File: src/rtl/id_hazard_unit_pkg.sv
// Shared decode-stage constants: FSM encoding, register index width, drain depth
// and the scoreboard entry layout.
package id_hazard_unit_pkg;

    localparam int REG_W = 3;

    localparam logic [1:0] ST_RUN    = 2'b00;
    localparam logic [1:0] ST_DRAIN  = 2'b01;
    localparam logic [1:0] ST_HALTED = 2'b10;

    localparam logic [1:0] DRAIN_DEPTH = 2'd3;

    typedef struct packed {
        logic             valid;
        logic [REG_W-1:0] dest;
    } sb_slot_t;

endpackage

File: src/rtl/id_hazard_unit_if.sv
// Decode-side bundle between the ID stage and its hazard controller.
interface id_hazard_unit_if
    import id_hazard_unit_pkg::*;
#(
    parameter int CNT_W = 16
);
    logic [REG_W-1:0] Rs_id;
    logic [REG_W-1:0] Rt_id;
    logic             Rs_valid_id;
    logic             Rt_valid_id;
    logic [REG_W-1:0] write_reg_id;
    logic             reg_write_id;
    logic             halt_id;
    logic             redirect_ex;
    logic             stall;
    logic             zero_control_signals;
    logic             if_id_flush;
    logic             halt_done;
    logic [CNT_W-1:0] stall_count;

    modport master (
        output Rs_id, Rt_id, Rs_valid_id, Rt_valid_id, write_reg_id,
               reg_write_id, halt_id, redirect_ex,
        input  stall, zero_control_signals, if_id_flush, halt_done, stall_count
    );

    modport slave (
        input  Rs_id, Rt_id, Rs_valid_id, Rt_valid_id, write_reg_id,
               reg_write_id, halt_id, redirect_ex,
        output stall, zero_control_signals, if_id_flush, halt_done, stall_count
    );
endinterface

File: src/rtl/id_hazard_unit_hazard_scoreboard.sv
// Three-slot in-flight write tracker (EX, MEM, WB) with RAW comparators against
// the source registers of the instruction in ID.
module hazard_scoreboard
    import id_hazard_unit_pkg::*;
#(
    parameter int WB_BYPASS = 1
) (
    input  logic             clk,
    input  logic             rst,
    input  sb_slot_t         entry,
    input  logic [REG_W-1:0] rs,
    input  logic             rs_valid,
    input  logic [REG_W-1:0] rt,
    input  logic             rt_valid,
    output logic             hazard,
    output logic             empty
);

    logic             vld_p0, vld_p1, vld_p2;
    logic [REG_W-1:0] dest_p0, dest_p1, dest_p2;

    function automatic logic raw_hit(input logic             v,
                                     input logic [REG_W-1:0] d,
                                     input logic [REG_W-1:0] s0,
                                     input logic             s0_v,
                                     input logic [REG_W-1:0] s1,
                                     input logic             s1_v);
        return v && ((s0_v && (d == s0)) || (s1_v && (d == s1)));
    endfunction

    always_ff @(posedge clk or negedge rst) begin
        if (!rst) begin
            vld_p0 <= 1'b0;
            vld_p1 <= 1'b0;
            vld_p2 <= 1'b0;
        end else begin
            vld_p0 <= entry.valid;
            vld_p1 <= vld_p0;
            vld_p2 <= vld_p1;
        end
    end

    always_ff @(posedge clk) begin
        dest_p0 <= entry.dest;
        dest_p1 <= dest_p0;
        dest_p2 <= dest_p1;
    end

    // With a bypassing register file the WB writer is visible to the read in the same cycle.
    assign hazard = raw_hit(vld_p0, dest_p0, rs, rs_valid, rt, rt_valid)
                  | raw_hit(vld_p1, dest_p1, rs, rs_valid, rt, rt_valid)
                  | ((WB_BYPASS == 0) && raw_hit(vld_p2, dest_p2, rs, rs_valid, rt, rt_valid));

    // Nothing left ahead of WB: whatever sits in WB retires at the next edge.
    assign empty = ~vld_p0 & ~vld_p1;

endmodule

File: src/rtl/id_hazard_unit.sv
// Decode hazard controller: RAW stalls, redirect flushes and the HALT drain sequence,
// plus a saturating count of hazard-stall cycles.
module id_hazard_unit
    import id_hazard_unit_pkg::*;
#(
    parameter int WB_BYPASS = 1,
    parameter int CNT_W     = 16
) (
    input  logic              clk,
    input  logic              rst,
    id_hazard_unit_if.slave   bus
);

    logic             hazard;
    logic             empty;
    logic             run;
    logic             zcs;
    logic             hazard_stall;
    sb_slot_t         entry;
    logic [1:0]       state_q;
    logic [1:0]       drain_cnt_q;
    logic             halt_done_q;
    logic [CNT_W-1:0] stall_cnt_q;

    function automatic logic [CNT_W-1:0] sat_inc(input logic [CNT_W-1:0] v);
        return (&v) ? v : v + CNT_W'(1);
    endfunction

    assign run          = (state_q == ST_RUN);
    // A redirect kills the wrong-path instruction instead of holding it.
    assign hazard_stall = hazard & ~bus.redirect_ex;
    assign zcs          = hazard | bus.redirect_ex | ~run;

    assign entry.valid  = bus.reg_write_id & ~zcs;
    assign entry.dest   = bus.write_reg_id;

    hazard_scoreboard #(
        .WB_BYPASS (WB_BYPASS)
    ) u_scoreboard (
        .clk      (clk),
        .rst      (rst),
        .entry    (entry),
        .rs       (bus.Rs_id),
        .rs_valid (bus.Rs_valid_id),
        .rt       (bus.Rt_id),
        .rt_valid (bus.Rt_valid_id),
        .hazard   (hazard),
        .empty    (empty)
    );

    always_ff @(posedge clk or negedge rst) begin
        if (!rst) begin
            state_q     <= ST_RUN;
            drain_cnt_q <= 2'd0;
            halt_done_q <= 1'b0;
        end else begin
            case (state_q)
                ST_RUN: begin
                    if (bus.halt_id && !hazard && !bus.redirect_ex) begin
                        state_q     <= ST_DRAIN;
                        drain_cnt_q <= DRAIN_DEPTH;
                    end
                end
                ST_DRAIN: begin
                    drain_cnt_q <= drain_cnt_q - 2'd1;
                    // Last count: HALT is in WB and only bubbles sit behind it.
                    if (drain_cnt_q == 2'd1 && empty) begin
                        state_q     <= ST_HALTED;
                        halt_done_q <= 1'b1;
                    end
                end
                ST_HALTED: begin
                    halt_done_q <= 1'b1;
                end
                default: begin
                    state_q <= ST_RUN;
                end
            endcase
        end
    end

    always_ff @(posedge clk or negedge rst) begin
        if (!rst) begin
            stall_cnt_q <= '0;
        end else if (run && hazard_stall) begin
            stall_cnt_q <= sat_inc(stall_cnt_q);
        end
    end

    assign bus.stall                = hazard_stall | ~run;
    assign bus.zero_control_signals = zcs;
    assign bus.if_id_flush          = bus.redirect_ex;
    assign bus.halt_done            = halt_done_q;
    assign bus.stall_count          = stall_cnt_q;

endmodule
File: src/flat_wrapper.sv
// flat-port wrapper written by rule: the top's interface ports become plain ports
module id_hazard_unit_flat import id_hazard_unit_pkg::*;
#(
    parameter int WB_BYPASS = 1,
    parameter int CNT_W     = 16
)
  (clk, rst, bus_Rs_id, bus_Rt_id, bus_Rs_valid_id, bus_Rt_valid_id, bus_write_reg_id, bus_reg_write_id, bus_halt_id, bus_redirect_ex, bus_stall, bus_zero_control_signals, bus_if_id_flush, bus_halt_done, bus_stall_count);
  id_hazard_unit_if #(.CNT_W(CNT_W)) bus_i ();
  input  logic clk;
  input  logic rst;
  input wire logic [$bits(bus_i.Rs_id)-1:0] bus_Rs_id;
  input wire logic [$bits(bus_i.Rt_id)-1:0] bus_Rt_id;
  input wire logic [$bits(bus_i.Rs_valid_id)-1:0] bus_Rs_valid_id;
  input wire logic [$bits(bus_i.Rt_valid_id)-1:0] bus_Rt_valid_id;
  input wire logic [$bits(bus_i.write_reg_id)-1:0] bus_write_reg_id;
  input wire logic [$bits(bus_i.reg_write_id)-1:0] bus_reg_write_id;
  input wire logic [$bits(bus_i.halt_id)-1:0] bus_halt_id;
  input wire logic [$bits(bus_i.redirect_ex)-1:0] bus_redirect_ex;
  output wire logic [$bits(bus_i.stall)-1:0] bus_stall;
  output wire logic [$bits(bus_i.zero_control_signals)-1:0] bus_zero_control_signals;
  output wire logic [$bits(bus_i.if_id_flush)-1:0] bus_if_id_flush;
  output wire logic [$bits(bus_i.halt_done)-1:0] bus_halt_done;
  output wire logic [$bits(bus_i.stall_count)-1:0] bus_stall_count;
  assign bus_i.Rs_id = bus_Rs_id;
  assign bus_i.Rt_id = bus_Rt_id;
  assign bus_i.Rs_valid_id = bus_Rs_valid_id;
  assign bus_i.Rt_valid_id = bus_Rt_valid_id;
  assign bus_i.write_reg_id = bus_write_reg_id;
  assign bus_i.reg_write_id = bus_reg_write_id;
  assign bus_i.halt_id = bus_halt_id;
  assign bus_i.redirect_ex = bus_redirect_ex;
  assign bus_stall = bus_i.stall;
  assign bus_zero_control_signals = bus_i.zero_control_signals;
  assign bus_if_id_flush = bus_i.if_id_flush;
  assign bus_halt_done = bus_i.halt_done;
  assign bus_stall_count = bus_i.stall_count;
  id_hazard_unit #(.WB_BYPASS(WB_BYPASS), .CNT_W(CNT_W)) u_core (.clk(clk), .rst(rst), .bus(bus_i));
endmodule
File: config.mk
export PLATFORM = sky130hd
export DESIGN_NAME = id_hazard_unit_flat
export DESIGN_NICKNAME = d
export VERILOG_FILES = /design/src/rtl/id_hazard_unit_pkg.sv /design/src/rtl/id_hazard_unit_if.sv /design/src/rtl/id_hazard_unit_hazard_scoreboard.sv /design/src/rtl/id_hazard_unit.sv /design/src/flat_wrapper.sv
export SDC_FILE = /design/constraint.sdc
export NUM_CORES = 1
export LEC_CHECK = 0
export CORE_MARGIN = 2
export CORE_UTILIZATION = 35
export CTS_CLUSTER_SIZE = 30
export DETAILED_ROUTE_END_ITERATION = 10
export GPL_ROUTABILITY_DRIVEN = 1
export GPL_TIMING_DRIVEN = 0
export PLACE_DENSITY = 0.65
export SYNTH_ARGS = -nofsm -noshare
export SYNTH_HDL_FRONTEND = slang
export SYNTH_SLANG_ARGS = --single-unit
File: constraint.sdc
create_clock -name clk -period 1.93 [get_ports clk]
set_input_delay 0.193 -clock clk [delete_from_list [all_inputs] [get_ports clk]]
set_output_delay 0.193 -clock clk [all_outputs]
set_load 0.05 [all_outputs]
==> flow_metrics.tcl <==
set metrics [dict create \
    outcome "completed" \
    path_clk_slew_ps 60 \
    drive_above_1_share_pct 33.7 \
    htree_num_levels 2 \
    crit_type "reg -> reg" \
    stdcell_area_sq_um 2120 \
    peakVddDrop_uv 457 \
    syn_avg_cell_area_sq_um 11.3 \
    pwr-share-comb_pct 6.9 \
    place_ws_ps -515 \
    ys.flop_type "dfrtp_1" \
    slew_viol_final 0 \
    place.gp.congestion 0.740 \
    cts.sinks 29 \
    cts_root_buf "clkbuf_8" \
    overflow 0 \
    leakage_uw 0.000901 \
    clock_path_buffers 2 \
    fin_crit_sh_pct 95.5 \
    dp_hpwl_mm 2.15 \
    power_density_nw_per_um2 574 \
    grt_pass1_wl_mm 4.87 \
    period_minus_slack_ps 1840 \
    drt-vias-per-instance 4.76 \
    nets 201 \
    start_util_pct 36.1 \
    netlist_instances 128 \
    dpl_cell_area_sq_um 1880 \
    yosys-top-cells-area "dfrtp_1 (40%), xnor2_1 (13%), dfxtp_1 (8.3%), xor2_1 (3.6%), nand2_1 (3.4%)" \
    vias 1113 \
    relSlewSlack_pct 27.8 \
    worst_pin_slew_ps 1080 \
    clock_skew_ps 6.63 \
    pwr-share-seq_pct 51.0 \
    hp-class "in -> reg" \
    ys_ff_latch 29 \
    io_buffers 35 \
    worst_skew_pair.late_latency_ps 280 \
    internal_power_uw 949 \
    yosysWarningCount 0 \
    clock_power_share_pct 42.1 \
    synthArstFlopShare_pct 79.3 \
    boundaryPins 36 \
    coreArea_sq_um 4000 \
    setup_violations 0 \
    tritoncts "built" \
    syn_to_final_growth_pct 46.5 \
    fillers 343 \
    synth_area_leader_cell "dfrtp_1" \
    crit_fanout 5 \
    synth_commonest_cells "dfrtp_1 (23), xnor2_1 (21), nand2_1 (13)" \
    critPathLaunchType "flip-flop" \
    critPathArrivalTime_ps 2000 \
    synth.distinct_cells 32 \
    maxCapViolCount 0 \
    p_switching_uw 266 \
    die_area_sq_um 4660 \
    fp.dieW_um 68.3 \
    drc 0 \
    drtIter0Drc 52 \
    synth_top_area_share_pct 39.8 \
    fmax_mhz 543 \
    endpoint_kind "flip-flop" \
    syn_nets 146 \
    post_drt_wl_per_cell_um 12.9 \
    p_sw_share_pct 21.9 \
    timing.hold.ws_ps 355 \
    grt_max_degree 24 \
    cts_inserted_buffers 5 \
    antenna_found_initial 0 \
    dr.pass1.iters 4 \
    yosysSeqAreaShare_pct 48.1 \
    final.setup.worst_slack_ps 87.7 \
    syn_area_sq_um 1450 \
    ant_nets 0 \
    die_h_um 68.3 \
    wl_mm 3.03 \
    required_ps 2090 \
    antennaDiodeCount 0 \
    grt_pass1_vias 1081 \
    synth_edf_count 0 \
    grt.total_usage_pct 14.4 \
    yosysMostFrequentCell "dfrtp_1" \
    fp-row-count 23 \
    hold_viol_final 0 \
]
==> registers in the layout, indices dropped and copies added (netlist names) <==
name,cells
u_core.bus.halt_done,1
u_core.bus.stall_count,16
u_core.u_scoreboard.dest_p0,3
u_core.state_q,2
u_core.u_scoreboard.vld_p1,1
u_core.u_scoreboard.vld_p0,1
u_core.u_scoreboard.dest_p1,3
u_core.drain_cnt_q,2
==> layout by cell type, fill, tap and decap left out, types with 4 or more instances in the layout <==
cell type	Yosys	routed
nor2_1	4	4
clkdlybuf4s50_1	0	26
xor2_1	6	6
nand2_1	13	12
buf_4	1	12
dfxtp_1	6	4
dlymetal6s2s_1	0	7
dfrtp_2	0	16
nand4_1	7	7
xnor2_1	21	21
inv_1	4	4
nand3_1	7	6
dfrtp_1	23	7
clkbuf_8	0	6
==> final timing paths <==
path	from	to	cells after the start	slack, ps
min reg2reg	u_core.u_scoreboard.dest_p0[2]	u_core.u_scoreboard.dest_p1[2]	0	380
min in group asynchronous	rst	u_core.u_scoreboard.vld_p0	1	500
min	bus_write_reg_id[2]	u_core.u_scoreboard.dest_p0[2]	1	350
max in group asynchronous	rst	u_core.bus.stall_count[5]	1	710
max	u_core.bus.stall_count[0]	u_core.bus.stall_count[10]	9	90
max reg2reg	u_core.bus.stall_count[0]	u_core.bus.stall_count[10]	9	90
==> routing by layer <==
metal | part of all wire (%) | global-route usage (%) | wire [um]
met5 | 0 | 0 | 0
met4 | 1.3 | 4.50 | 38
met3 | 5.0 | 5.76 | 150
met2 | 49 | 22.3 | 1490
met1 | 45 | 18.4 | 1350
==> power groups by stage <==
stage	registers (uW)	clock network, uW	logic, uW
finish	620	512	83.4
global route	620	564	90.5
CTS	619	529	86.0
detailed placement	631	0	85.0
global placement	630	0	82.1
floorplan	630	0	32.7
==> worst max-delay path: stages, from the launching register on <==
cell      delay [ps]
dfrtp_2          410
ha_4             160
nand3_2           90
nor4_4           350
a211oi_2          80
nor2_2           150
buf_6            140
buf_6            140
nor4_4            40
xor2_1           160
==> cells by family (layout without fill, tap and decap cells) <==
family,after synthesis,in the layout,share of synthesized area [%]
buf+inv,6,62,2.34
simple gates,52,52,24.9
compound gates,11,11,5.45
mux,1,1,1.04
xor+xnor,27,27,16.4
flops,29,29,48.1
fa+ha+maj,2,2,1.73
==> metrics by stage <==
stage / total power [uW] / std cells / util (%) / TNS, ps
6_report: 1220 / 234 / 52.9 / 0
5_1_grt: 1270 / 234 / 52.9 / -83.8
4_1_cts: 1230 / 221 / 49.0 / 0
3_5_place_dp: 716 / 213 / 46.9 / -1670
3_3_place_gp: 712 / 213 / 46.9 / -1200
2_1_floorplan: 662 / 128 / - / 0
==> cell type report <==
class / instances / area [sq um] / share of cell area [%]
Multi-Input combinational cell: 93 / 741 / 35.0
Inverter: 4 / 15.0 / 0.709
Timing Repair Buffer: 48 / 472 / 22.3
Tap cell: 50 / 62.6 / 2.96
Clock buffer: 8 / 90.1 / 4.26
Sequential cell: 29 / 718 / 33.9
Buffer: 2 / 18.8 / 0.887
==> repair_timing <==
| action | 4_1_cts | 5_1_grt |
|---|---|---|
| setup buffers | 0 | 13 |
| setup endpoints to repair | 2 | 7 |
| hold buffers | 0 | 0 |
| pin swaps | 0 | 10 |
| endpoints found under the hold margin | 0 | 0 |
| resized for setup | 11 | 17 |
(Power assumes the default switching activity.)
